==> config.mk <==
export PLATFORM = sky130hd
export DESIGN_NAME = rs_issue_scheduler_flat
export DESIGN_NICKNAME = d
export VERILOG_FILES = /design/src/rtl/rs_sched_pkg.sv /design/src/rtl/rs_issue_scheduler_if.sv /design/src/rtl/rs_oldest_picker.sv /design/src/rtl/rs_issue_scheduler.sv /design/src/flat_wrapper.sv
export SDC_FILE = /design/constraint.sdc
export NUM_CORES = 1
export LEC_CHECK = 0
export ABC_AREA = 0
export CAP_MARGIN = 15
export CORE_MARGIN = 10
export CORE_UTILIZATION = 45
export CTS_BUF_LIST = sky130_fd_sc_hd__clkbuf_8
export DETAILED_ROUTE_END_ITERATION = 6
export PLACE_DENSITY = 0.77
export SLEW_MARGIN = 20
export SYNTH_ARGS = -nofsm -noshare
export SYNTH_HDL_FRONTEND = slang
export SYNTH_SLANG_ARGS = --single-unit
==> constraint.sdc <==
create_clock -name clk -period 3.1 [get_ports clk]
set_input_delay 0.62 -clock clk [delete_from_list [all_inputs] [get_ports clk]]
set_output_delay 0.62 -clock clk [all_outputs]
set_load 0.02 [all_outputs]
==> src/rtl/rs_sched_pkg.sv <==
// rtl/rs_sched_pkg.sv - shared sizes, types and helpers for the RS issue scheduler
package rs_sched_pkg;

    localparam int RS_ROWS    = 8;
    localparam int ALU_NUM    = 3;
    localparam int ALUOP_BITS = 3;
    localparam int ENTRY_W    = $clog2(RS_ROWS);

    typedef logic [ENTRY_W-1:0]    entry_idx_t;
    typedef logic [ALUOP_BITS-1:0] aluop_t;
    typedef logic [ALU_NUM-1:0]    alu_vec_t;
    typedef logic [RS_ROWS-1:0]    row_vec_t;

    function automatic entry_idx_t onehot_to_idx(row_vec_t v);
        entry_idx_t idx;
        idx = '0;
        for (int i = 0; i < RS_ROWS; i++) begin
            if (v[i]) idx = idx | entry_idx_t'(i);
        end
        return idx;
    endfunction

endpackage

==> src/rtl/rs_issue_scheduler_if.sv <==
// rtl/rs_issue_scheduler_if.sv - station/ALU-side signal bundle of the issue scheduler
interface rs_issue_scheduler_if;
    import rs_sched_pkg::*;

    row_vec_t                  entry_alloc;
    row_vec_t                  entry_ready;
    aluop_t [RS_ROWS-1:0]      entry_aluop;
    alu_vec_t                  Comp;
    row_vec_t                  issue_grant;
    alu_vec_t                  alu_start;
    entry_idx_t [ALU_NUM-1:0]  alu_entry;
    aluop_t [ALU_NUM-1:0]      alu_op;
    alu_vec_t                  alu_busy;

    modport master (
        output entry_alloc, entry_ready, entry_aluop, Comp,
        input  issue_grant, alu_start, alu_entry, alu_op, alu_busy
    );

    modport slave (
        input  entry_alloc, entry_ready, entry_aluop, Comp,
        output issue_grant, alu_start, alu_entry, alu_op, alu_busy
    );

endinterface

==> src/rtl/rs_oldest_picker.sv <==
// rtl/rs_oldest_picker.sv - one-hot pick of the highest-priority unexcluded candidate
// RS_AGE_ORDER_EN selects oldest-first via the age matrix, else lowest index first.
module rs_oldest_picker
    import rs_sched_pkg::*;
(
    input  row_vec_t                      cand,
    input  row_vec_t                      excl,
`ifdef RS_AGE_ORDER_EN
    input  logic [RS_ROWS-1:0][RS_ROWS-1:0] age,
`endif
    output row_vec_t                      pick
);

    row_vec_t avail;
    assign avail = cand & ~excl;

`ifdef RS_AGE_ORDER_EN
    // Pairs never ordered by an allocation (both bits 0) fall back to index order.
    always_comb begin
        pick = '0;
        for (int i = 0; i < RS_ROWS; i++) begin
            if (avail[i]) begin
                pick[i] = 1'b1;
                for (int j = 0; j < RS_ROWS; j++) begin
                    if (j != i && avail[j] && !(age[i][j] || (!age[j][i] && i < j)))
                        pick[i] = 1'b0;
                end
            end
        end
    end
`else
    logic found;
    always_comb begin
        pick  = '0;
        found = 1'b0;
        for (int i = 0; i < RS_ROWS; i++) begin
            if (avail[i] && !found) begin
                pick[i] = 1'b1;
                found   = 1'b1;
            end
        end
    end
`endif

endmodule

==> src/rtl/rs_issue_scheduler.sv <==
// rtl/rs_issue_scheduler.sv - binds ready station entries to free ALUs with registered grants
// RS_ROWS-square age matrix and oldest-first priority are built only with RS_AGE_ORDER_EN.
module rs_issue_scheduler
    import rs_sched_pkg::*;
(
    input logic                 clk,
    input logic                 rst,
    rs_issue_scheduler_if.slave bus
);

    alu_vec_t                     busy;
    alu_vec_t                     free;
    alu_vec_t                     take;
    row_vec_t                     issued;
    row_vec_t                     cand;
    logic [ALU_NUM:0][RS_ROWS-1:0] excl;
    logic [ALU_NUM-1:0][RS_ROWS-1:0] pick;
    entry_idx_t [ALU_NUM-1:0]     entry_next;
    aluop_t [ALU_NUM-1:0]         op_next;

    row_vec_t                     grant_q;
    alu_vec_t                     start_q;
    entry_idx_t [ALU_NUM-1:0]     entry_q;
    aluop_t [ALU_NUM-1:0]         op_q;

    assign cand    = bus.entry_ready & ~issued & ~bus.entry_alloc;
    assign free    = ~busy | bus.Comp;
    assign excl[0] = '0;

`ifdef RS_AGE_ORDER_EN
    // age[i][j] = 1 means entry i is older than entry j.
    logic [RS_ROWS-1:0][RS_ROWS-1:0] age;

    always_ff @(posedge clk) begin
        if (rst) begin
            age <= '0;
        end else begin
            for (int i = 0; i < RS_ROWS; i++) begin
                for (int j = 0; j < RS_ROWS; j++) begin
                    if (i != j) begin
                        if (bus.entry_alloc[i] && bus.entry_alloc[j]) age[i][j] <= (i < j);
                        else if (bus.entry_alloc[i])                 age[i][j] <= 1'b0;
                        else if (bus.entry_alloc[j])                 age[i][j] <= 1'b1;
                    end
                end
            end
        end
    end
`endif

    // Each ALU stage excludes the entries already taken by lower-numbered ALUs.
    for (genvar k = 0; k < ALU_NUM; k++) begin : g_alu
`ifdef RS_AGE_ORDER_EN
        rs_oldest_picker u_pick (.cand(cand), .excl(excl[k]), .age(age), .pick(pick[k]));
`else
        rs_oldest_picker u_pick (.cand(cand), .excl(excl[k]), .pick(pick[k]));
`endif
        assign take[k]     = free[k] & (|pick[k]);
        assign excl[k+1]   = excl[k] | (take[k] ? pick[k] : '0);
    end

    always_comb begin
        entry_next = entry_q;
        op_next    = op_q;
        for (int k = 0; k < ALU_NUM; k++) begin
            if (take[k]) begin
                entry_next[k] = onehot_to_idx(pick[k]);
                op_next[k]    = bus.entry_aluop[entry_next[k]];
            end
        end
    end

    always_ff @(posedge clk) begin
        if (rst) begin
            busy    <= '0;
            issued  <= '0;
            grant_q <= '0;
            start_q <= '0;
            entry_q <= '0;
            op_q    <= '0;
        end else begin
            busy    <= (busy & ~bus.Comp) | take;
            issued  <= (issued | excl[ALU_NUM]) & ~bus.entry_alloc;
            grant_q <= excl[ALU_NUM];
            start_q <= take;
            entry_q <= entry_next;
            op_q    <= op_next;
        end
    end

    assign bus.issue_grant = grant_q;
    assign bus.alu_start   = start_q;
    assign bus.alu_entry   = entry_q;
    assign bus.alu_op      = op_q;
    assign bus.alu_busy    = busy;

endmodule

==> src/flat_wrapper.sv <==
// flat-port wrapper written by rule: the top's interface ports become plain ports
module rs_issue_scheduler_flat import rs_sched_pkg::*;
  (clk, rst, bus_entry_alloc, bus_entry_ready, bus_entry_aluop, bus_Comp, bus_issue_grant, bus_alu_start, bus_alu_entry, bus_alu_op, bus_alu_busy);
  rs_issue_scheduler_if bus_i ();
  input logic clk;
  input logic rst;
  input wire logic [$bits(bus_i.entry_alloc)-1:0] bus_entry_alloc;
  input wire logic [$bits(bus_i.entry_ready)-1:0] bus_entry_ready;
  input wire logic [$bits(bus_i.entry_aluop)-1:0] bus_entry_aluop;
  input wire logic [$bits(bus_i.Comp)-1:0] bus_Comp;
  output wire logic [$bits(bus_i.issue_grant)-1:0] bus_issue_grant;
  output wire logic [$bits(bus_i.alu_start)-1:0] bus_alu_start;
  output wire logic [$bits(bus_i.alu_entry)-1:0] bus_alu_entry;
  output wire logic [$bits(bus_i.alu_op)-1:0] bus_alu_op;
  output wire logic [$bits(bus_i.alu_busy)-1:0] bus_alu_busy;
  assign bus_i.entry_alloc = bus_entry_alloc;
  assign bus_i.entry_ready = bus_entry_ready;
  assign bus_i.entry_aluop = bus_entry_aluop;
  assign bus_i.Comp = bus_Comp;
  assign bus_issue_grant = bus_i.issue_grant;
  assign bus_alu_start = bus_i.alu_start;
  assign bus_alu_entry = bus_i.alu_entry;
  assign bus_alu_op = bus_i.alu_op;
  assign bus_alu_busy = bus_i.alu_busy;
  rs_issue_scheduler u_core (.clk(clk), .rst(rst), .bus(bus_i));
endmodule
==> metrics <==
Sw Ratio=0.363; synthesized area=2840 um2; Yosys top cell by area=dfxtp_1; Clk Tree Root Cell=clkbuf_8; failing checks=setup timing; EDFF count, synth=0; CTS tree=done; Max Clock Freq=0.315 GHz; Starting Density=0.472; hold buffers post-CTS=0; Sink Count=40; Crit. End Element=flip-flop; initial antenna violation count=0; Final Critical Period=3.17 ns; Mapped Nets=407; min-delay worst type=flip-flop to flip-flop; Overall Power=0.00217 W; CP Launch Type=input port; vias in the first global route=3740; first-pass GRT wire length=18500 um; Final Hold Viols=0; Max-cap violations=0; Setup Skew=0.00521 ns; Peak supply drop=0.287 mV; switching power=0.000788 W; final worst slack=-0.0739 ns; # fillers=387; CP max stage delay=0.54 ns; layout net count=579; Final Max Tran Viols=0; row cnt=28; CP Data Arrival Time=3.36 ns; ys async rst share=0; number of buffers created by CTS=5; GPL Wtd Cong=1.11; P&R area growth vs syn=75.2%; WP data required=3.28 ns; non-filler cells, final=610; ant diodes=0; Die X=99.5 um; count of final setup violators=5; DP HPWL=8800 um; Int Power=0.00139 W; routed wire length per instance=20.5 um; insertion delay to the later sink of the worst-skew pair=0.29 ns; Cell variety after synth=58; GR Overflow Total=0; Die Area=9900 um2; Die Ht=99.5 um; RSZ-0062 raised after global routing=yes; status=complete, but fails checks; Top FF cell, synth=dfxtp_1; I/O Pins=77; slowest cell on the critical path=or4_4; post-DR vias/cell=6.09; drt initial violations=256; Leak Pwr=2.10 nW; largest net degree at the start of global routing=20; critical path class=input port to flip-flop; Tcrit/Tclk final=1.02; sequential share of power=0.278; Area contributors post-synth=dfxtp_1 (28%), mux2i_1 (13%), nor2_1 (5.3%); Worst-Margin Slew=0.486 ns; crit-path max FO=5; htree depth=2; Slew HR=0.675; Vias=3717; clk slew on worst S/H paths=0.09 ns; buffers added on ports=76; DRT antenna net count=0; clock power share=0.201; Residual DRC=0; Yosys reg bits=40; Ys Warns=0; First-pass DRT Iterations=6; synthesized instance count=362; share of cells above drive strength 1=0.372; PwrDens=436 nW/um2; DP Cell Count=571; Core Area=6030 um2; top-area cell type share of the netlist area=0.282; Comb power frac=0.521; crit-path cells=buf_6, nor3b_4, buf_4, a2111oi_4, a21oi_4, buf_6, or4_4, o211ai_4, a41oi_4, o21ai_4, o32ai_2, o21ai_2, buf_4, nor2_1; clk buf depth=2; mean post-synth cell area=7.86 um2; register area share after synthesis=0.282; total wire length=12500 um; GR Util All Layers=0.225
cell families after synthesis:
logic type      synth area share
mux                        0.158
simple gates               0.240
flops                      0.282
buf+inv                   0.0387
xor+xnor                 0.00616
compound gates             0.264
fa+ha+maj                 0.0110
worst max-delay path, delay by kind of cell:
kind,cells,cell delay (ns)
compound gates,7,1.51
buf+inv,4,0.50
simple gates,3,0.72
placed cells by master (no fill, tap or decap), types with 3 or more instances in the layout:
master and instances:
a21oi_2 5, a211oi_2 4, o211ai_1 5, a21oi_1 21, mux2_2 8, nor3_1 9
nor3b_4 4, nand2_1 35, nor2_2 3, inv_1 6, o21ai_2 4, o21ai_0 15
buf_4 99, a211o_1 3, o22ai_1 5, nor2_1 35, a211oi_1 13, nand3_1 3
mux2i_1 34, a31oi_1 5, dfxtp_1 40, buf_12 3, dlymetal6s2s_1 4, o21ai_1 6
clkdlybuf4s50_1 63, or3b_4 6, clkbuf_8 5, nor2b_1 4, clkbuf_2 3, buf_6 10
nor3_2 4, and2_1 6
final cells by class:
cell class	count	area [um2]	share of cell area
inverter	6	22.5	0.00452
clock buffer	5	68.8	0.0138
sequential	40	801	0.161
multi-input combinational	294	2280	0.458
tap	75	93.8	0.0188
timing repair buffer	187	1670	0.336
clock inverter	3	42.5	0.00854
power by group through the flow:
stage | registers, W | clock network [W] | logic, W
after floorplan | 0.000670 | 0 | 0.000422
after global placement | 0.000609 | 0 | 0.000910
after detailed placement | 0.000611 | 0 | 0.000923
after CTS | 0.000601 | 0.000440 | 0.00102
after global routing | 0.000609 | 0.000458 | 0.00119
final | 0.000603 | 0.000437 | 0.00113
state kept, by name, indices dropped and copies added (netlist names):
register and count:
u_core.bus.alu_op 9, u_core.bus.alu_busy 3, u_core.bus.alu_start 3, u_core.bus.issue_grant 8
u_core.issued 8, u_core.bus.alu_entry 9
final timing paths:
| path | start | cells past startpoint | to | slack [ns] |
|---|---|---|---|---|
| setup reg to reg | u_core.issued[3]$_SDFF_PP0_ | 13 | u_core.bus.issue_grant[3]$_SDFF_PP0_ | 0.01 |
| hold reg to reg | u_core.issued[7]$_SDFF_PP0_ | 2 | u_core.issued[7]$_SDFF_PP0_ | 0.46 |
| setup / recovery | bus_entry_ready[3] | 14 | u_core.bus.issue_grant[3]$_SDFF_PP0_ | -0.07 |
| hold / removal | u_core.issued[7]$_SDFF_PP0_ | 2 | u_core.issued[7]$_SDFF_PP0_ | 0.46 |
per-stage QoR:
stage          setup TNS [ns]  hold slack, ns   util  instance area [um2]  setup WS [ns]
5_1_grt                -0.772           0.478  0.827                 4980         -0.120
3_3_place_gp           -10.49           0.438  0.709                 4270         -0.607
3_5_place_dp           -12.70           0.442  0.709                 4270         -0.716
2_1_floorplan         -0.0678           0.425      -                 2860        -0.0280
6_report               -0.233           0.462  0.827                 4980        -0.0739
4_1_cts               -0.0241           0.456  0.786                 4730        -0.0121
synth_stat cells, types with 7 or more instances:
| master | number |
|---|---|
| mux2_2 | 8 |
| a211oi_1 | 19 |
| nand2_1 | 36 |
| and2_1 | 7 |
| a21oi_1 | 27 |
| clkbuf_1 | 17 |
| nor2_1 | 40 |
| o21ai_1 | 9 |
| dfxtp_1 | 40 |
| mux2i_1 | 36 |
| nor3_1 | 13 |
| o21ai_0 | 16 |
per-layer routing:
layer	GRT usage	routed length [um]
met5	0	0
met3	0.0616	1100
met1	0.246	4810
met4	0.109	545
met2	0.391	6020
what timing repair did:
item                                    in CTS  in global routing
pin swaps                                   29                 36
endpoints found under the setup margin      22                 19
cloned                                       1                  0
setup buffers                               21                 11
resized for setup                           62                 53
No activity file was read; power rests on OpenSTA's default activity.
